### config.mk
export PLATFORM = sky130hd
export DESIGN_NAME = mips_mc_control_flat
export DESIGN_NICKNAME = d
export VERILOG_FILES = /design/src/rtl/mips_mc_control_pkg.sv /design/src/rtl/mips_mc_control_if.sv /design/src/rtl/mips_mc_control_perf_counter.sv /design/src/rtl/mips_mc_control.sv /design/src/flat_wrapper.sv
export SDC_FILE = /design/constraint.sdc
export NUM_CORES = 1
export LEC_CHECK = 0
export ABC_AREA = 1
export CAP_MARGIN = 20
export CELL_PAD_IN_SITES_DETAIL_PLACEMENT = 1
export CELL_PAD_IN_SITES_GLOBAL_PLACEMENT = 1
export CORE_ASPECT_RATIO = 1.1
export CORE_MARGIN = 8
export CORE_UTILIZATION = 24
export CTS_BUF_LIST = sky130_fd_sc_hd__clkbuf_8
export DETAILED_ROUTE_END_ITERATION = 10
export GPL_TIMING_DRIVEN = 0
export PLACE_DENSITY_LB_ADDON = 0.12
export SLEW_MARGIN = 20
export SYNTH_ARGS = -nofsm -noshare
export SYNTH_HDL_FRONTEND = slang
export SYNTH_HIERARCHICAL = 1
export SYNTH_SLANG_ARGS = --single-unit
### constraint.sdc
create_clock -name clock -period 1.3 [get_ports clock]
set_input_delay 0.195 -clock clock [delete_from_list [all_inputs] [get_ports clock]]
set_output_delay 0.195 -clock clock [all_outputs]
set_load 0.05 [all_outputs]
### src/rtl/mips_mc_control_pkg.sv
// Shared encodings for the multi-cycle MIPS sequencer: opcodes, FSM states,
// ULA operation codes and datapath mux selects.
package mc_pkg;

    localparam int CNT_W = 32;

    localparam logic [5:0] OP_R    = 6'b000000;
    localparam logic [5:0] OP_LW   = 6'b100011;
    localparam logic [5:0] OP_SW   = 6'b101011;
    localparam logic [5:0] OP_BEQ  = 6'b000100;
    localparam logic [5:0] OP_BNE  = 6'b000101;
    localparam logic [5:0] OP_ADDI = 6'b001000;
    localparam logic [5:0] OP_J    = 6'b000010;

    typedef enum logic [3:0] {
        S_IDLE,
        S_FETCH,
        S_DECODE,
        S_MEM_ADDR,
        S_MEM_READ,
        S_MEM_WB,
        S_MEM_WRITE,
        S_EXEC_R,
        S_R_WB,
        S_BRANCH,
        S_ADDI_EXEC,
        S_ADDI_WB,
        S_JUMP
    } state_t;

    localparam logic [2:0] ULA_ADD   = 3'b000;
    localparam logic [2:0] ULA_SUB   = 3'b001;
    localparam logic [2:0] ULA_FUNCT = 3'b010;

    localparam logic [1:0] SRCB_RD2      = 2'b00;
    localparam logic [1:0] SRCB_FOUR     = 2'b01;
    localparam logic [1:0] SRCB_SEXT     = 2'b10;
    localparam logic [1:0] SRCB_SEXT_SH2 = 2'b11;

    localparam logic [1:0] PCSRC_ULA    = 2'b00;
    localparam logic [1:0] PCSRC_TARGET = 2'b01;
    localparam logic [1:0] PCSRC_JUMP   = 2'b10;

    localparam logic [1:0] BR_NONE = 2'b00;
    localparam logic [1:0] BR_EQ   = 2'b01;
    localparam logic [1:0] BR_NE   = 2'b10;

endpackage

### src/rtl/mips_mc_control_if.sv
// Control bundle between the multi-cycle sequencer (master) and the MIPS
// datapath (slave).
interface mips_mc_control_if;
    logic [5:0] opcode;
    logic       mem_ready;
    logic       pc_write;
    logic       pc_write_cond;
    logic [1:0] branch_op;
    logic [1:0] pc_source;
    logic       i_or_d;
    logic       mem_read;
    logic       mem_write;
    logic       ir_write;
    logic       reg_dst;
    logic       mem_to_reg;
    logic       reg_write;
    logic       alu_src_a;
    logic [1:0] alu_src_b;
    logic [2:0] ula_operation;
    logic       instr_retired;
    logic       illegal_op;

    modport master (
        input  opcode, mem_ready,
        output pc_write, pc_write_cond, branch_op, pc_source, i_or_d,
               mem_read, mem_write, ir_write, reg_dst, mem_to_reg, reg_write,
               alu_src_a, alu_src_b, ula_operation, instr_retired, illegal_op
    );

    modport slave (
        output opcode, mem_ready,
        input  pc_write, pc_write_cond, branch_op, pc_source, i_or_d,
               mem_read, mem_write, ir_write, reg_dst, mem_to_reg, reg_write,
               alu_src_a, alu_src_b, ula_operation, instr_retired, illegal_op
    );
endinterface

### src/rtl/mips_mc_control_perf_counter.sv
// Free-running enable counter with synchronous clear, wrapping at 2^WIDTH.
// Only present when MC_PERF_COUNTERS_EN is defined.
`ifdef MC_PERF_COUNTERS_EN
module mc_perf_counter #(
    parameter int WIDTH = 32
) (
    input  logic             clock,
    input  logic             clear,
    input  logic             en,
    output logic [WIDTH-1:0] count
);
    logic [WIDTH-1:0] r_count;

    always_ff @(posedge clock) begin
        if (clear) begin
            r_count <= '0;
        end else if (en) begin
            r_count <= r_count + WIDTH'(1);
        end
    end

    assign count = r_count;
endmodule
`endif

### src/rtl/mips_mc_control.sv
// Moore sequencer stepping each MIPS instruction through fetch/decode/exec/mem/wb.
// MC_PERF_COUNTERS_EN adds cycle_count and instr_count outputs.
module mips_mc_control
    import mc_pkg::*;
(
    input  logic              clock,
    input  logic              reset,
    mips_mc_control_if.master ctl
`ifdef MC_PERF_COUNTERS_EN
    ,
    output logic [CNT_W-1:0]  cycle_count,
    output logic [CNT_W-1:0]  instr_count
`endif
);
    state_t r_state;
    state_t w_next;
    logic   w_retired;

    always_ff @(posedge clock) begin
        if (reset) begin
            r_state <= S_IDLE;
        end else begin
            r_state <= w_next;
        end
    end

    always_comb begin
        w_next            = r_state;
        w_retired         = 1'b0;
        ctl.pc_write      = 1'b0;
        ctl.pc_write_cond = 1'b0;
        ctl.branch_op     = BR_NONE;
        ctl.pc_source     = PCSRC_ULA;
        ctl.i_or_d        = 1'b0;
        ctl.mem_read      = 1'b0;
        ctl.mem_write     = 1'b0;
        ctl.ir_write      = 1'b0;
        ctl.reg_dst       = 1'b0;
        ctl.mem_to_reg    = 1'b0;
        ctl.reg_write     = 1'b0;
        ctl.alu_src_a     = 1'b0;
        ctl.alu_src_b     = SRCB_RD2;
        ctl.ula_operation = ULA_ADD;
        ctl.illegal_op    = 1'b0;
        case (r_state)
            S_IDLE: w_next = S_FETCH;
            S_FETCH: begin
                // PC+4 is computed every fetch cycle but only latched once memory answers.
                ctl.mem_read  = 1'b1;
                ctl.alu_src_b = SRCB_FOUR;
                if (ctl.mem_ready) begin
                    ctl.ir_write = 1'b1;
                    ctl.pc_write = 1'b1;
                    w_next       = S_DECODE;
                end
            end
            S_DECODE: begin
                ctl.alu_src_b = SRCB_SEXT_SH2;
                case (ctl.opcode)
                    OP_LW, OP_SW:   w_next = S_MEM_ADDR;
                    OP_R:           w_next = S_EXEC_R;
                    OP_BEQ, OP_BNE: w_next = S_BRANCH;
                    OP_ADDI:        w_next = S_ADDI_EXEC;
                    OP_J:           w_next = S_JUMP;
                    default: begin
                        ctl.illegal_op = 1'b1;
                        w_next         = S_FETCH;
                    end
                endcase
            end
            S_MEM_ADDR: begin
                ctl.alu_src_a = 1'b1;
                ctl.alu_src_b = SRCB_SEXT;
                w_next        = (ctl.opcode == OP_SW) ? S_MEM_WRITE : S_MEM_READ;
            end
            S_MEM_READ: begin
                ctl.mem_read = 1'b1;
                ctl.i_or_d   = 1'b1;
                if (ctl.mem_ready) w_next = S_MEM_WB;
            end
            S_MEM_WB: begin
                ctl.reg_write  = 1'b1;
                ctl.mem_to_reg = 1'b1;
                w_retired      = 1'b1;
                w_next         = S_FETCH;
            end
            S_MEM_WRITE: begin
                ctl.mem_write = 1'b1;
                ctl.i_or_d    = 1'b1;
                if (ctl.mem_ready) begin
                    w_retired = 1'b1;
                    w_next    = S_FETCH;
                end
            end
            S_EXEC_R: begin
                ctl.alu_src_a     = 1'b1;
                ctl.ula_operation = ULA_FUNCT;
                w_next            = S_R_WB;
            end
            S_R_WB: begin
                ctl.reg_write = 1'b1;
                ctl.reg_dst   = 1'b1;
                w_retired     = 1'b1;
                w_next        = S_FETCH;
            end
            S_BRANCH: begin
                ctl.alu_src_a     = 1'b1;
                ctl.ula_operation = ULA_SUB;
                ctl.pc_write_cond = 1'b1;
                ctl.pc_source     = PCSRC_TARGET;
                ctl.branch_op     = (ctl.opcode == OP_BNE) ? BR_NE : BR_EQ;
                w_retired         = 1'b1;
                w_next            = S_FETCH;
            end
            S_ADDI_EXEC: begin
                ctl.alu_src_a = 1'b1;
                ctl.alu_src_b = SRCB_SEXT;
                w_next        = S_ADDI_WB;
            end
            S_ADDI_WB: begin
                ctl.reg_write = 1'b1;
                w_retired     = 1'b1;
                w_next        = S_FETCH;
            end
            S_JUMP: begin
                ctl.pc_write  = 1'b1;
                ctl.pc_source = PCSRC_JUMP;
                w_retired     = 1'b1;
                w_next        = S_FETCH;
            end
            default: w_next = S_IDLE;
        endcase
        ctl.instr_retired = w_retired;
    end

`ifdef MC_PERF_COUNTERS_EN
    mc_perf_counter #(.WIDTH(CNT_W)) u_cycle_cnt (
        .clock (clock),
        .clear (reset),
        .en    (1'b1),
        .count (cycle_count)
    );

    mc_perf_counter #(.WIDTH(CNT_W)) u_instr_cnt (
        .clock (clock),
        .clear (reset),
        .en    (w_retired),
        .count (instr_count)
    );
`endif
endmodule

### src/flat_wrapper.sv
// flat-port wrapper written by rule: the top's interface ports become plain ports
module mips_mc_control_flat import mc_pkg::*;
  (clock, reset, ctl_opcode, ctl_mem_ready, ctl_pc_write, ctl_pc_write_cond, ctl_branch_op, ctl_pc_source, ctl_i_or_d, ctl_mem_read, ctl_mem_write, ctl_ir_write, ctl_reg_dst, ctl_mem_to_reg, ctl_reg_write, ctl_alu_src_a, ctl_alu_src_b, ctl_ula_operation, ctl_instr_retired, ctl_illegal_op);
  mips_mc_control_if ctl_i ();
  input  logic clock;
  input  logic reset;
  input wire logic [$bits(ctl_i.opcode)-1:0] ctl_opcode;
  input wire logic [$bits(ctl_i.mem_ready)-1:0] ctl_mem_ready;
  output wire logic [$bits(ctl_i.pc_write)-1:0] ctl_pc_write;
  output wire logic [$bits(ctl_i.pc_write_cond)-1:0] ctl_pc_write_cond;
  output wire logic [$bits(ctl_i.branch_op)-1:0] ctl_branch_op;
  output wire logic [$bits(ctl_i.pc_source)-1:0] ctl_pc_source;
  output wire logic [$bits(ctl_i.i_or_d)-1:0] ctl_i_or_d;
  output wire logic [$bits(ctl_i.mem_read)-1:0] ctl_mem_read;
  output wire logic [$bits(ctl_i.mem_write)-1:0] ctl_mem_write;
  output wire logic [$bits(ctl_i.ir_write)-1:0] ctl_ir_write;
  output wire logic [$bits(ctl_i.reg_dst)-1:0] ctl_reg_dst;
  output wire logic [$bits(ctl_i.mem_to_reg)-1:0] ctl_mem_to_reg;
  output wire logic [$bits(ctl_i.reg_write)-1:0] ctl_reg_write;
  output wire logic [$bits(ctl_i.alu_src_a)-1:0] ctl_alu_src_a;
  output wire logic [$bits(ctl_i.alu_src_b)-1:0] ctl_alu_src_b;
  output wire logic [$bits(ctl_i.ula_operation)-1:0] ctl_ula_operation;
  output wire logic [$bits(ctl_i.instr_retired)-1:0] ctl_instr_retired;
  output wire logic [$bits(ctl_i.illegal_op)-1:0] ctl_illegal_op;
  assign ctl_i.opcode = ctl_opcode;
  assign ctl_i.mem_ready = ctl_mem_ready;
  assign ctl_pc_write = ctl_i.pc_write;
  assign ctl_pc_write_cond = ctl_i.pc_write_cond;
  assign ctl_branch_op = ctl_i.branch_op;
  assign ctl_pc_source = ctl_i.pc_source;
  assign ctl_i_or_d = ctl_i.i_or_d;
  assign ctl_mem_read = ctl_i.mem_read;
  assign ctl_mem_write = ctl_i.mem_write;
  assign ctl_ir_write = ctl_i.ir_write;
  assign ctl_reg_dst = ctl_i.reg_dst;
  assign ctl_mem_to_reg = ctl_i.mem_to_reg;
  assign ctl_reg_write = ctl_i.reg_write;
  assign ctl_alu_src_a = ctl_i.alu_src_a;
  assign ctl_alu_src_b = ctl_i.alu_src_b;
  assign ctl_ula_operation = ctl_i.ula_operation;
  assign ctl_instr_retired = ctl_i.instr_retired;
  assign ctl_illegal_op = ctl_i.illegal_op;
  mips_mc_control u_core (.clock(clock), .reset(reset), .ctl(ctl_i));
endmodule
==> results.cfg, run 1 <==
[drt]
first_pass_iters = 4
num_vias = 896
wire_per_inst_um = 16.3
drt_iter0_markers = 4
viasPerCell = 4.82
ant_nets = 0
post-route-drc-count = 0
wirelength_mm = 3.04

[setup_path]
worstPathCellList = inv_4 -> nand2_4 -> inv_1 -> nand2_2 -> nand2_4 -> nor2_4 -> nand4_1 -> buf_6
worst_path_max_delay_cell = dfxtp_4
crit_required_ns = 1.11
end_kind = primary output
crit_type = register to primary output
path_max_fanout = 3
critPathLaunchType = register
arrival_ns = 1.33
cpMostUsedCell = nand2_4
critPathMaxStageDelay_ns = 0.37

[sta]
timing.fmax_mhz = 658
grt_setup_unrepaired = true
clock_skew_ns = 0.00374
finalCritPeriodShare_pct = 117
tns_ns = -2.74
hold_viol = 0
finalSetupViolCount = 22
drv_slew = 0
layout_min_cycle_time_ns = 1.52
setup_ws_ns = -0.221

[layout]
fin_nets = 167
largest_register_ffs = 4
final_cell_mix = nand2_1, buf_6, inv_1, buf_4, nor2_1
reg.largest.list = u_core/r_state x4
layout-drive-gt1-share_pct = 57.7
largest-register = u_core/r_state
fin_util_pct = 58.5
final_common_cell = nand2_1
antenna_cells = 0
synthToLayoutAreaGrowth_pct = 136

[clock_tree]
clock_latency_ns = 0.22
cts_root_buf = clkbuf_8
cts_tree = built
ctsHoldBuffers = 0
clk_path_buf_depth = 2
cts_buffers = 3
cts.sinks = 4
htreeDepth = 1
path_clk_slew_ns = 0.03

[floorplanning]
chipHeight_um = 66.1
fp.dieW_um = 61.5
rows = 18
core_area_um2 = 2210
design.die.area_um2 = 4060
start_util_pct = 24.8
pin_count = 30

[placement]
dp_hpwl_mm = 1.94
gp_congestion = 0.892
port_buffers = 28

[pwr]
irDropWorstVdd_v = 0.00102
p_total_mw = 1.80
leakage_nw = 0.637
power.density_nw_per_um2 = 1400

[outcome]
violations = negative setup slack
status = finished, violations left

[logic_synthesis]
synth_nets = 121
syn_inst = 112
dominantRegCellSynth = dfxtp_1
synth-seq-cells = 4
synth-async-reset-ratio_pct = 0
synth.area.top_cells = nand2_1, inv_1, dfxtp_1
avgSynthCellArea_um2 = 4.88
synth_top_cell_by_area = nand2_1
ys_types = 16
synth_edf_count = 0
seq_area_frac_synth_pct = 14.6
yosys_warnings = 6
synth_top_area_share_pct = 19.9
netlist_area_um2 = 547

[global_route]
first_global_vias = 958
grt_usage_pct = 14.5
grt_remaining_overflow = 0
antenna_found_initial = 0
grt_max_degree = 7
grt_pass1_wl_mm = 4.46

[min_path]
hold_path.class = input port to register

[run]
max_cap_viol_count = 0
cells by family (layout without fill, tap and decap cells):
group,Yosys count,in the layout,share of synthesized area [%]
AOI/OAI and AO/OA,11,11,11.0
buffers and inverters,27,71,20.6
DFF,4,4,14.6
other,1,1,0.686
and+or+nand+nor,69,69,53.1
worst max-delay path, delay by kind of cell (launching register included):
kind | cells | cell delay [ns]
AND/OR/NAND/NOR | 5 | 0.42
flip-flops | 1 | 0.37
buffers and inverters | 3 | 0.30
layer usage:
metal / wire, um / vias up / global-route usage (%)
li1: - / 434 / -
met1: 1130 / 417 / 13.9
met2: 1640 / 33 / 26.9
met3: 152 / 12 / 3.11
met4: 115 / 0 / 8.55
met5: 0 / - / 0
layout make-up:
class	instances	area, um2
sequential	4	95.1
tap	30	37.5
inverter	24	111
buffer	2	18.8
timing repair buffer	42	452
multi-input combinational	81	536
clock buffer	3	41.3
fill	283	916
power by group:
part           leakage (nW)  switching (mW)  internal [mW]  total [mW]
clock network        0.0216          0.0618          0.197       0.259
registers            0.0355          0.0706          0.166       0.237
logic                 0.580           0.853          0.455        1.31
worst paths after layout:
check                                       from  cells after the start  slack, ns                        endpoint
hold / removal                     ctl_opcode[2]                      6       0.51  u_core/r_state[1]$_SDFFE_PP0P_
setup / recovery  u_core/r_state[1]$_SDFFE_PP0P_                      8      -0.22               ctl_instr_retired
hold reg to reg   u_core/r_state[2]$_SDFFE_PP0P_                      2       0.62  u_core/r_state[2]$_SDFFE_PP0P_
setup reg to reg  u_core/r_state[2]$_SDFFE_PP0P_                      8      -0.09  u_core/r_state[1]$_SDFFE_PP0P_
per-stage QoR:
step	setup slack, ns	instances	cell area, um2	hold slack (ns)
floorplan	-0.386	112	626	0.257
global placement	-1.12	170	943	0.597
detailed placement	-1.15	170	943	0.601
CTS	-0.229	180	1150	0.475
global route	-0.282	186	1290	0.606
finish	-0.221	186	1290	0.512
what timing repair did:
action,in CTS,in global routing
gates resized for setup,193,21
buffers inserted,7,7
endpoints found under the setup margin,21,22
pin swaps,16,9
Yosys cell counts (2+ instances only):
master,instances
a21oi_1,6
buf_4,3
dfxtp_1,4
inv_1,22
inv_2,2
nand2_1,29
nand3_1,9
nand4_1,3
nor2_1,21
nor2_2,2
nor3_1,4
o21ai_0,3
(Power assumes the default switching activity.)
==> run 2, diff against run 1 <==
CELL_PAD_IN_SITES_DETAIL_PLACEMENT = 2   (was 1)
CELL_PAD_IN_SITES_GLOBAL_PLACEMENT = 2   (was 1)
CORE_UTILIZATION = 17   (was 24)
SKIP_CTS_REPAIR_TIMING = 1   (was not set)
==> run 2 against run 1 <==
The run still ends with negative setup slack left; via count fell by 4.8%; hold slack got worse by 0.042 ns; non-clock buffer count fell by 1.
==> results.cfg, run 2 (synthesis gave the netlist of run 1 again) <==
[floorplanning]
start_util_pct = 17.9
rows = 21
design.die.area_um2 = 5290
pin_count = 30
fp.dieW_um = 70.1
chipHeight_um = 75.5
core_area_um2 = 3050

[run]
max_cap_viol_count = 0

[layout]
seq_area_um2 = 92.6
final_common_cell = nand2_1
synthToLayoutAreaGrowth_pct = 142
final_cell_mix = nand2_1, buf_6, buf_4
n_fill_cell = 365
fin_nets = 166
largest-register = u_core/r_state
layout-drive-gt1-share_pct = 58.1
antenna_cells = 0
largest_register_ffs = 4
multi_input_area_um2 = 553
instances_no_fill = 189
reg.largest.list = u_core/r_state x4

[pwr]
p_sw_share_pct = 54.5
p_seq_share_pct = 12.6
pwr-share-clk_pct = 14.2
leakage_nw = 0.683
irDropWorstVdd_v = 0.00132
p_comb_share_pct = 73.2
p_switching_uw = 968
power.density_nw_per_um2 = 1340
internal-power_uw = 810

[sta]
finalCritPeriodShare_pct = 120
hold_slack_ns = 0.470
grt_setup_unrepaired = true
drv_slew = 0
tns_ns = -2.73
setup_ws_ns = -0.266
hold_viol = 0
clock_skew_ns = 0.0000691
finalSetupViolCount = 19
layout_min_cycle_time_ns = 1.57
timing.fmax_mhz = 639

[global_route]
grt_usage_pct = 9.13
grt_pass1_wl_mm = 4.01
first_global_vias = 869
grt_max_degree = 7
grt_remaining_overflow = 0
antenna_found_initial = 0

[setup_path]
path_max_fanout = 5
worstPathCellList = nand2_1 -> nor2_2 -> inv_1 -> o21ai_1 -> buf_6
critPathMaxStageDelay_ns = 0.38
worst_path_max_delay_cell = dfxtp_4
crit_type = register to primary output
end_kind = primary output
cpLargestDelayFamily = flip-flops
crit_buf_inv = 2
arrival_ns = 1.37
critPathLaunchType = register
crit_required_ns = 1.11

[placement]
dp_hpwl_mm = 2.15
gp_congestion = 0.727
placed_cells = 174
port_buffers = 28

[clock_tree]
cts_buffers = 3
htreeDepth = 1
cts_tree = built
cts.sinks = 4
cts_root_buf = clkbuf_8
clock_latency_ns = 0.21
path_clk_slew_ns = 0.03
clk_path_buf_depth = 2

[min_path]
hold_path.class = input port to register

[drt]
first_pass_iters = 4
post-route-drc-count = 0
wirelength_mm = 2.90
num_vias = 853
viasPerCell = 4.51
wire_per_inst_um = 15.4
ant_nets = 0
drt_iter0_markers = 12

[outcome]
violations = negative setup slack
status = finished, violations left
run 2: cell count changes in the layout (fill, tap and decap cells not counted), sizes merged:
cell,delta
buf,-4
clkbuf,+2
clkdlybuf4s15,-4
dlymetal6s2s,+5
run 2: power by group through the flow:
stage / clock network [mW] / logic [mW] / registers (mW)
after detailed placement: 0 / 1.03 / 0.192
after CTS: 0.262 / 1.03 / 0.191
final: 0.252 / 1.30 / 0.225
after global placement: 0 / 1.02 / 0.194
after global routing: 0.270 / 1.40 / 0.231
after floorplan: 0 / 0.720 / 0.185
run 2: layer usage:
| layer | up-vias | share of wire (%) | track usage [%] |
|---|---|---|---|
| li1 | 435 | - | - |
| met3 | 0 | 3.6 | 2.21 |
| met2 | 16 | 53 | 15.9 |
| met5 | - | 0 | 0 |
| met1 | 402 | 44 | 10.9 |
| met4 | 0 | 0 | 2.68 |
run 2: worst register-to-register path, stage by stage (launching register included):
cell	delay, ns
dfxtp_2	0.36
inv_4	0.06
nor2_1	0.14
nand2_2	0.13
buf_4	0.15
nor2_1	0.09
nand2_1	0.07
nand3_1	0.07
nand2_1	0.06
a21oi_1	0.11
run 2: final timing paths:
kind / start / to / slack, ns / depth (start not counted)
worst min-delay path: ctl_opcode[2] / u_core/r_state[1]$_SDFFE_PP0P_ / 0.47 / 6
worst max register to register: u_core/r_state[1]$_SDFFE_PP0P_ / u_core/r_state[1]$_SDFFE_PP0P_ / 0 / 9
worst max-delay path: u_core/r_state[0]$_SDFFE_PP0P_ / ctl_alu_src_b[1] / -0.27 / 5
worst min register to register: u_core/r_state[2]$_SDFFE_PP0P_ / u_core/r_state[2]$_SDFFE_PP0P_ / 0.61 / 2
run 2: metrics by stage:
| stage | setup slack [ns] | power, mW | instance area, um2 | utilization, % |
|---|---|---|---|---|
| after global placement | -1.14 | 1.21 | 948 | 31.1 |
| after floorplan | -0.386 | 0.905 | 626 | - |
| final | -0.266 | 1.78 | 1320 | 43.4 |
| after CTS | -1.19 | 1.48 | 990 | 32.5 |
| after detailed placement | -1.20 | 1.22 | 948 | 31.1 |
| after global routing | -0.360 | 1.90 | 1320 | 43.4 |
run 2: layout make-up:
cell class / count / share of cell area [%]
multi-input combinational: 81 / 41.8
timing repair buffer: 42 / 34.7
inverter: 24 / 9.56
sequential: 4 / 7.00
tap: 34 / 3.22
clock buffer: 3 / 3.12
buffer: 1 / 0.568
